--- config.mk ---
export PLATFORM = sky130hd
export DESIGN_NAME = inst_fetch_resp
export DESIGN_NICKNAME = d
export VERILOG_FILES = /design/src/rtl/inst_fetch_resp_pkg.sv /design/src/rtl/inst_fetch_resp.sv
export SDC_FILE = /design/constraint.sdc
export NUM_CORES = 1
export LEC_CHECK = 0
export BUFFER_PORTS_ARGS = -buffer_cell sky130_fd_sc_hd__buf_2
export CAP_MARGIN = 20
export CORE_MARGIN = 1.5
export CORE_UTILIZATION = 55
export DETAILED_ROUTE_END_ITERATION = 10
export HOLD_SLACK_MARGIN = 0.15
export PLACE_DENSITY = 0.8
export SYNTH_ARGS = -nofsm -noshare
export SYNTH_HDL_FRONTEND = slang
export SYNTH_SLANG_ARGS = --single-unit
--- constraint.sdc ---
create_clock -name clk -period 2.7 [get_ports clk]
set_input_delay 0.135 -clock clk [delete_from_list [all_inputs] [get_ports clk]]
set_output_delay 0.135 -clock clk [all_outputs]
set_load 0.01 [all_outputs]
--- src/rtl/inst_fetch_resp_pkg.sv ---
// Shared definitions for the instruction-fetch responder.
// Holds the fetch state encodings, the default bus widths and the
// chip-enable polarity used by the PC generator handshake.
package inst_fetch_resp_pkg;

  localparam int INST_ADDR_BUS  = 32;
  localparam int INST_BUS       = 32;
  localparam int MEM_BYTE_BUS   = 8;

  localparam logic CHIP_ENABLE  = 1'b1;

  typedef enum logic [1:0] {
    IF_IDLE = 2'b00,
    IF_BUSY = 2'b01,
    IF_DONE = 2'b10
  } if_state_e;

  // A fetch address is usable only when it sits on a 4-byte boundary.
  function automatic logic word_aligned(input logic [1:0] low_bits);
    return (low_bits == 2'b00);
  endfunction

endpackage

--- src/rtl/inst_fetch_resp.sv ---
// Instruction-fetch responder.
// Takes a {pc_i, ce_i} request, reads the instruction one byte per memory
// beat, assembles the bytes little-endian and hands the word to IF/ID with a
// one-cycle inst_valid_o. stall_o freezes the PC generator while busy.
module inst_fetch_resp
  import inst_fetch_resp_pkg::*;
#(
  parameter int ADDR_WIDTH     = INST_ADDR_BUS,
  parameter int INST_WIDTH     = INST_BUS,
  parameter int MEM_DATA_WIDTH = MEM_BYTE_BUS
) (
  input  logic                      clk,
  input  logic                      rst,
  input  logic [ADDR_WIDTH-1:0]     pc_i,
  input  logic                      ce_i,
  input  logic                      flush_i,
  output logic                      stall_o,
  output logic [INST_WIDTH-1:0]     inst_o,
  output logic [ADDR_WIDTH-1:0]     inst_pc_o,
  output logic                      inst_valid_o,
  output logic                      misalign_o,
  output logic                      mem_req_o,
  output logic [ADDR_WIDTH-1:0]     mem_addr_o,
  input  logic                      mem_ack_i,
  input  logic [MEM_DATA_WIDTH-1:0] mem_rdata_i
);

  localparam int BEATS  = INST_WIDTH / MEM_DATA_WIDTH;
  localparam int BEAT_W = (BEATS > 1) ? $clog2(BEATS) : 1;
  localparam logic [BEAT_W-1:0] LAST_BEAT = BEAT_W'(BEATS - 1);
  localparam logic [BEAT_W-1:0] BEAT_ONE  = BEAT_W'(1'b1);

  if_state_e                 state_r;
  logic [BEAT_W-1:0]         beat_r;
  logic [ADDR_WIDTH-1:0]     base_r;
  logic [MEM_DATA_WIDTH-1:0] lane_r [BEATS];

  logic [BEAT_W-1:0]         beat_next_s;
  logic [ADDR_WIDTH-1:0]     next_addr_s;
  logic [INST_WIDTH-1:0]     inst_next_s;

  // Busy whenever a fetch is in flight or its result is being delivered.
  assign stall_o = (state_r != IF_IDLE);

  // Address of the following beat; wraps naturally at the top of the address space.
  always_comb begin
    beat_next_s = beat_r + BEAT_ONE;
    next_addr_s = base_r + ADDR_WIDTH'(beat_next_s);
  end

  // Word as it will look once the byte arriving now lands in its lane.
  always_comb begin
    inst_next_s = {INST_WIDTH{1'b0}};
    for (int i = 0; i < BEATS; i++) begin
      inst_next_s[i*MEM_DATA_WIDTH +: MEM_DATA_WIDTH] =
        (beat_r == BEAT_W'(i)) ? mem_rdata_i : lane_r[i];
    end
  end

  // Fetch sequencer with registered handshake and delivery outputs.
  always_ff @(posedge clk or negedge rst) begin
    if (!rst) begin
      state_r      <= IF_IDLE;
      beat_r       <= {BEAT_W{1'b0}};
      base_r       <= {ADDR_WIDTH{1'b0}};
      for (int i = 0; i < BEATS; i++) begin
        lane_r[i] <= {MEM_DATA_WIDTH{1'b0}};
      end
      inst_o       <= {INST_WIDTH{1'b0}};
      inst_pc_o    <= {ADDR_WIDTH{1'b0}};
      inst_valid_o <= 1'b0;
      misalign_o   <= 1'b0;
      mem_req_o    <= 1'b0;
      mem_addr_o   <= {ADDR_WIDTH{1'b0}};
    end else begin
      inst_valid_o <= 1'b0;
      misalign_o   <= 1'b0;
      case (state_r)
        IF_IDLE: begin
          mem_req_o  <= 1'b0;
          mem_addr_o <= {ADDR_WIDTH{1'b0}};
          // A redirect in the same cycle wins over a new request.
          if (!flush_i && (ce_i == CHIP_ENABLE)) begin
            if (word_aligned(pc_i[1:0])) begin
              state_r    <= IF_BUSY;
              base_r     <= pc_i;
              beat_r     <= {BEAT_W{1'b0}};
              mem_req_o  <= 1'b1;
              mem_addr_o <= pc_i;
            end else begin
              misalign_o <= 1'b1;
            end
          end
        end
        IF_BUSY: begin
          if (flush_i) begin
            // Abort: any byte acknowledged this cycle is discarded.
            state_r    <= IF_IDLE;
            beat_r     <= {BEAT_W{1'b0}};
            mem_req_o  <= 1'b0;
            mem_addr_o <= {ADDR_WIDTH{1'b0}};
          end else if (mem_ack_i) begin
            lane_r[beat_r] <= mem_rdata_i;
            if (beat_r == LAST_BEAT) begin
              state_r      <= IF_DONE;
              beat_r       <= {BEAT_W{1'b0}};
              mem_req_o    <= 1'b0;
              mem_addr_o   <= {ADDR_WIDTH{1'b0}};
              inst_valid_o <= 1'b1;
              inst_o       <= inst_next_s;
              inst_pc_o    <= base_r;
            end else begin
              beat_r     <= beat_next_s;
              mem_addr_o <= next_addr_s;
            end
          end else begin
            // Waiting on memory: keep the request and address steady.
            mem_req_o <= 1'b1;
          end
        end
        IF_DONE: begin
          // The delivery pulse is already out; return to idle either way.
          state_r    <= IF_IDLE;
          mem_req_o  <= 1'b0;
          mem_addr_o <= {ADDR_WIDTH{1'b0}};
        end
        default: begin
          state_r    <= IF_IDLE;
          beat_r     <= {BEAT_W{1'b0}};
          mem_req_o  <= 1'b0;
          mem_addr_o <= {ADDR_WIDTH{1'b0}};
        end
      endcase
    end
  end

endmodule

# Word level (Yosys, flattened, before mapping)
# Index checks and enable logic that the tools add are counted.
[word_totals]
output_inout_bits = 100
register_bits = 167
input_bits = 45
wordCells = 79
[op_classes]
muxes = 37
n_eq_ne = 10
bitwise = 3
magnitude_cmp = 2
addsub = 2
n_reduce_logical = 12
[ops]
columns = ["op", "n"]
rows = [
  ["2-to-1 mux 32 bit", 5],
  ["one-hot mux 32 bit (2 select lines)", 1],
  ["adder 32 x 2 -> 32 bit", 1],
  ["bitwise mux 32 bit", 1],
  ["2-to-1 mux 8 bit", 4],
  ["2-to-1 mux 2 bit", 10],
  ["demux 8 bit (select 2 bit)", 1],
  ["2-to-1 mux 1 bit", 12],
  ["AND reduction 4 bit", 3],
  ["equality test 2 bit, second input constant", 3],
  ["zero test 2 bit", 3],
  ["!= test 3 bit, second input constant", 2],
  ["one-hot mux 2 bit (3 select lines)", 1],
  ["AND reduction 3 bit", 2],
  ["equality test 2 x 1 -> 1 bit, second input constant", 2],
  ["!= test 2 bit, second input constant", 2],
  ["!= test 4 bit, second input constant", 1],
  ["one-hot mux 2 bit (2 select lines)", 1],
  ["greater-or-equal comparator 3 bit, second input constant", 1],
  ["< comparator 3 x 1 -> 1 bit, second input constant", 1],
  ["inverter 2 -> 3 bit", 1],
  ["adder 2 x 1 -> 2 bit, second input constant", 1],
  ["logical AND 1 bit", 2],
  ["inverter 1 bit", 2],
  ["other kinds (3)", 3],
]

# Longest topological paths before layout
[depth]
depth_word = 6
ltp_mapped = 9
depth_no_buf = 9

# Worst setup path after synthesis
# Ideal clock, no wire load.
[synth_timing]
kind = "register to register"
from = "register beat_r[0]"
to = "register mem_addr_o[26]"
arrival_ns = 2.147
path_stages_with_launch = 10
setup_slack_ns = 0.470
n_path_buf = 0
period_less_slack_ns = 2.230
required_ns = 2.617
setup_ns = 0.083
cell_sequence = "dfrtp_1 -> inv_1 -> ha_1 -> inv_1 -> fa_1 -> and4b_1 -> and2_1 -> nand4_1 -> xor2_1 -> o21ai_0"
[synth_via]
elab_chain_len = 6
word_cells_on_any_way = 7
cone_classes = "2 x add/sub; 1 x eq/ne; 4 x mux"
[synth_rtl]
columns = ["item", "line", "source"]
rows = [
  ["from (decl)", "inst_fetch_resp.sv:34", "logic [BEAT_W-1:0] beat_r;"],
  ["from (signal assigned)", "inst_fetch_resp.sv:64", "beat_r <= {BEAT_W{1'b0}};"],
  ["from (signal assigned)", "inst_fetch_resp.sv:87", "beat_r <= {BEAT_W{1'b0}};"],
  ["from (signal assigned)", "inst_fetch_resp.sv:99", "beat_r <= {BEAT_W{1'b0}};"],
  ["adder 2 x 1 -> 2 bit", "inst_fetch_resp.sv:47", "beat_next_s = beat_r + BEAT_ONE;"],
  ["adder 32 x 2 -> 32 bit", "inst_fetch_resp.sv:48", "next_addr_s = base_r + ADDR_WIDTH'(beat_next_s);"],
  ["2-to-1 mux 32 bit (*)", "inst_fetch_resp.sv:104", "if (beat_r == LAST_BEAT) begin"],
  ["2-to-1 mux 32 bit (*)", "inst_fetch_resp.sv:102", "end else if (mem_ack_i) begin"],
  ["2-to-1 mux 32 bit (*)", "inst_fetch_resp.sv:96", "if (flush_i) begin"],
  ["one-hot mux 32 bit (2 select lines) (*)", "inst_fetch_resp.sv:78", "case (state_r)"],
  ["to (signal assigned)", "inst_fetch_resp.sv:81", "mem_addr_o <= {ADDR_WIDTH{1'b0}};"],
  ["to (signal assigned)", "inst_fetch_resp.sv:101", "mem_addr_o <= {ADDR_WIDTH{1'b0}};"],
  ["to (signal assigned)", "inst_fetch_resp.sv:108", "mem_addr_o <= {ADDR_WIDTH{1'b0}};"],
  ["to (decl)", "inst_fetch_resp.sv:23", "output logic [ADDR_WIDTH-1:0] mem_addr_o,"],
]
# Mark *: on every way between the ends. The rest lies on a longest branch, timed or not. The select of a mux whose other input is x is not followed.
# A chain may end at the register's enable or synchronous reset.

# Worst setup path in the final report
[layout_timing]
from = "register beat_r[0]"
to = "register mem_addr_o[20]"
# The elaborated chain is that of the path after synthesis.

==> out/metrics.yaml <==
outcome: "completed"
die_y_um: 116
start_util_pct: 56.1
port_buffers: 144
ys.flop_type: "dfrtp_1"
rows: 41
numCtsBuffers: 17
drv_slew: 0
dpl_cell_area_um2: 7930
cp-start-kind: "flip-flop"
gr-usage-all-layers_pct: 27.1
synth.most_common_cell: "nand2_1"
postCtsSetupRepairBufs: 0
firstDrtPassIters: 5
synth_top_family_by_area: "simple AND/OR/NAND/NOR gates"
clock_skew_ns: 0.00845
final_nets: 945
rr_startpoint: "beat_r[0]"
synth_top_area_cell: "dfrtp_1"
yosys.area_share.simple_pct: 20.8
cp.required_ns: 3.01
worstPathMaxFanout: 5
clock_latency_ns: 0.41
area_growth_pct: 27.3
setup_viol: 0
synth_xor_area_share_pct: 3.72
postLayoutCellArea_um2: 8980
synth_area_um2: 7060
cp_common_cell: "inv_1"
cp.arrival_ns: 2.97
multi_input_area_um2: 2860
synth_compound_area_share_pct: 6.99
drcViolationCount: 0
cts_root_buf: "clkbuf_16"
reg2reg_slack_ns: 0.05
synth.avg_cell_area_um2: 9.91
tightestPinTransition_ns: 0.932
synth_commonest_cells: "nand2_1 (231), dfrtp_1 (159), nor2_1 (45), a21oi_1 (28), mux2i_1 (25)"
grt_pass1_vias: 5669
yosysTopAreaCellShare_pct: 56.4
max_freq_ghz: 0.377
cts.reportedPaths.clkPinSlew_ns: 0.06
maxCapViolations: 0
avgViaCountPerCell: 5.39
grt_max_degree: 100
gp_congestion: 0.862
async_flop_share_pct: 100
synth_mux_area_share_pct: 7.38
slowest_delay_ns: 0.46
finalCriticalPeriod_ns: 2.65
totalWireLength_um: 17700
fp.dieArea_um2: 13500
drtAntennaViolNets: 0
clock_path_buffers: 2
ctsHtreeMaxLevel: 4
leakagePower_uw: 0.00480
finalCritPeriodShare_pct: 98.2
hpwl_um: 11300
clock_sinks: 159
synth_edf_count: 0
ys_warn_count: 0
drive_gt1_share_pct: 24.1
crit_chain: "inv_1 -> ha_1 -> inv_1 -> fa_1 -> nand4b_1 -> nor4_4 -> nand4_1 -> xor2_1 -> o21ai_0"
rsz0062_at_grt: "yes"
grt_pass1_wl_um: 28100
synth.net_count: 764
ys_top_cells_by_area: "dfrtp_1 (56%), nand2_1 (12%), mux2_2 (3.8%)"
synth_cells: 712
overflow: 0
wl_per_cell_um: 16.4
synthDistinctLibCells: 44
synth-seq-cells: 159
synthAdderAreaFrac_pct: 1.35
cts_tree: "done"
power_density_nw_per_um2: 644
worstReg2RegEnd: "mem_addr_o[20]"
dr_total_vias: 5814
slowest_stage: "fa_1"
yosysSeqAreaShare_pct: 56.4
hold_path.class: "input port to asynchronous set/reset pin"
die_x_um: 116
antenna_found_initial: 0
core_um2: 12600
r2r_cells: 9
diodes: 0
worst_slew_margin_rel_pct: 37.9
io-pin-count: 145
critical_path_class: "flip-flop to flip-flop"
drtIter0Drc: 502
area.sequential_um2: 3980
finalPower_uw: 5790
num-fill-cells: 899
critPathCaptureType: "flip-flop"
ir_worst_vdd_v: 0.000366
hold_viol_final: 0
stage by stage:
step	util [%]	setup WS [ns]	instances	hold slack (ns)	setup TNS, ns
global route	71.4	-0.0636	1078	0.477	-0.0701
global placement	63.1	0.210	1001	0.300	0
detailed placement	63.1	0.0281	1001	0.305	0
CTS	71.4	0.00201	1078	0.423	0
floorplan	-	0.470	712	-0.161	0
finish	71.4	0.0481	1078	0.363	0
repair_timing:
action,in CTS,in global routing
hold endpoints to repair,210,0
endpoints found under the setup margin,0,7
hold buffers,45,0
gates resized for setup,0,2
sequential cells by signal (all words and copies together), names as in the netlist:
signal,count
misalign_o,1
inst_o,32
mem_addr_o,32
inst_valid_o,1
inst_pc_o,32
base_r,32
beat_r,2
lane_r,24
mem_req_o,1
state_r,2
area by class of cell:
class	instances	share of cell area, %
clock buffers	22	5.06
clock inverters	10	1.52
inverters	9	0.376
multi-input cells	505	31.8
flip-flops and latches	159	44.3
well taps	172	2.40
repair buffers	201	14.5
how the worst max path moves through the flow:
stage          slack, ns      start              to  cells past startpoint
2_1_floorplan       0.47  beat_r[0]  mem_addr_o[26]                      9
3_3_place_gp        0.21  beat_r[0]  mem_addr_o[20]                      9
3_5_place_dp        0.03  beat_r[0]  mem_addr_o[20]                      9
4_1_cts            0.002  beat_r[0]  mem_addr_o[20]                      9
5_1_grt            -0.06  beat_r[0]  mem_addr_o[20]                      9
6_report            0.05  beat_r[0]  mem_addr_o[20]                      9
logic make-up after synthesis:
logic type	Yosys count
DFF	159
buffers and inverters	48
and+or+nand+nor	336
AOI/OAI and AO/OA	83
adders and majority gates	7
xor gates and xnor gates	30
muxes	49
power by group:
group | internal [uW] | switching (uW) | leakage [uW]
clock network | 1480 | 929 | 0.000281
logic | 300 | 313 | 0.00236
registers | 2560 | 208 | 0.00216
total | 4340 | 1450 | 0.00480
cell usage in the layout, fill, tap and decap left out, drive strengths merged, types with 24 or more instances in the layout:
cell type	n
nor2	46
dlygate4sd3	45
dfrtp	159
buf	156
mux2	24
nand2	231
a21oi	28
mux2i	25
worst max-delay path: cells and delay by family, from the launching register on:
| kind | cells | cell delay (ns) |
|---|---|---|
| AO/OA/AOI/OAI | 1 | 0.19 |
| XOR/XNOR | 1 | 0.17 |
| adder cells (fa/ha/maj) | 2 | 0.79 |
| buffers and inverters | 2 | 0.17 |
| flip-flops | 1 | 0.42 |
| AND/OR/NAND/NOR | 3 | 0.84 |
routing by layer:
metal	up-vias	share of wire (%)	routed length [um]	GRT usage (%)
met3	41	5.4	951	5.35
li1	2735	-	-	-
met4	0	2.5	446	10.5
met2	189	49	8770	44.8
met5	-	0	0	0
met1	2849	43	7560	35.7
Note: power is estimated with default switching activity, not from simulation.
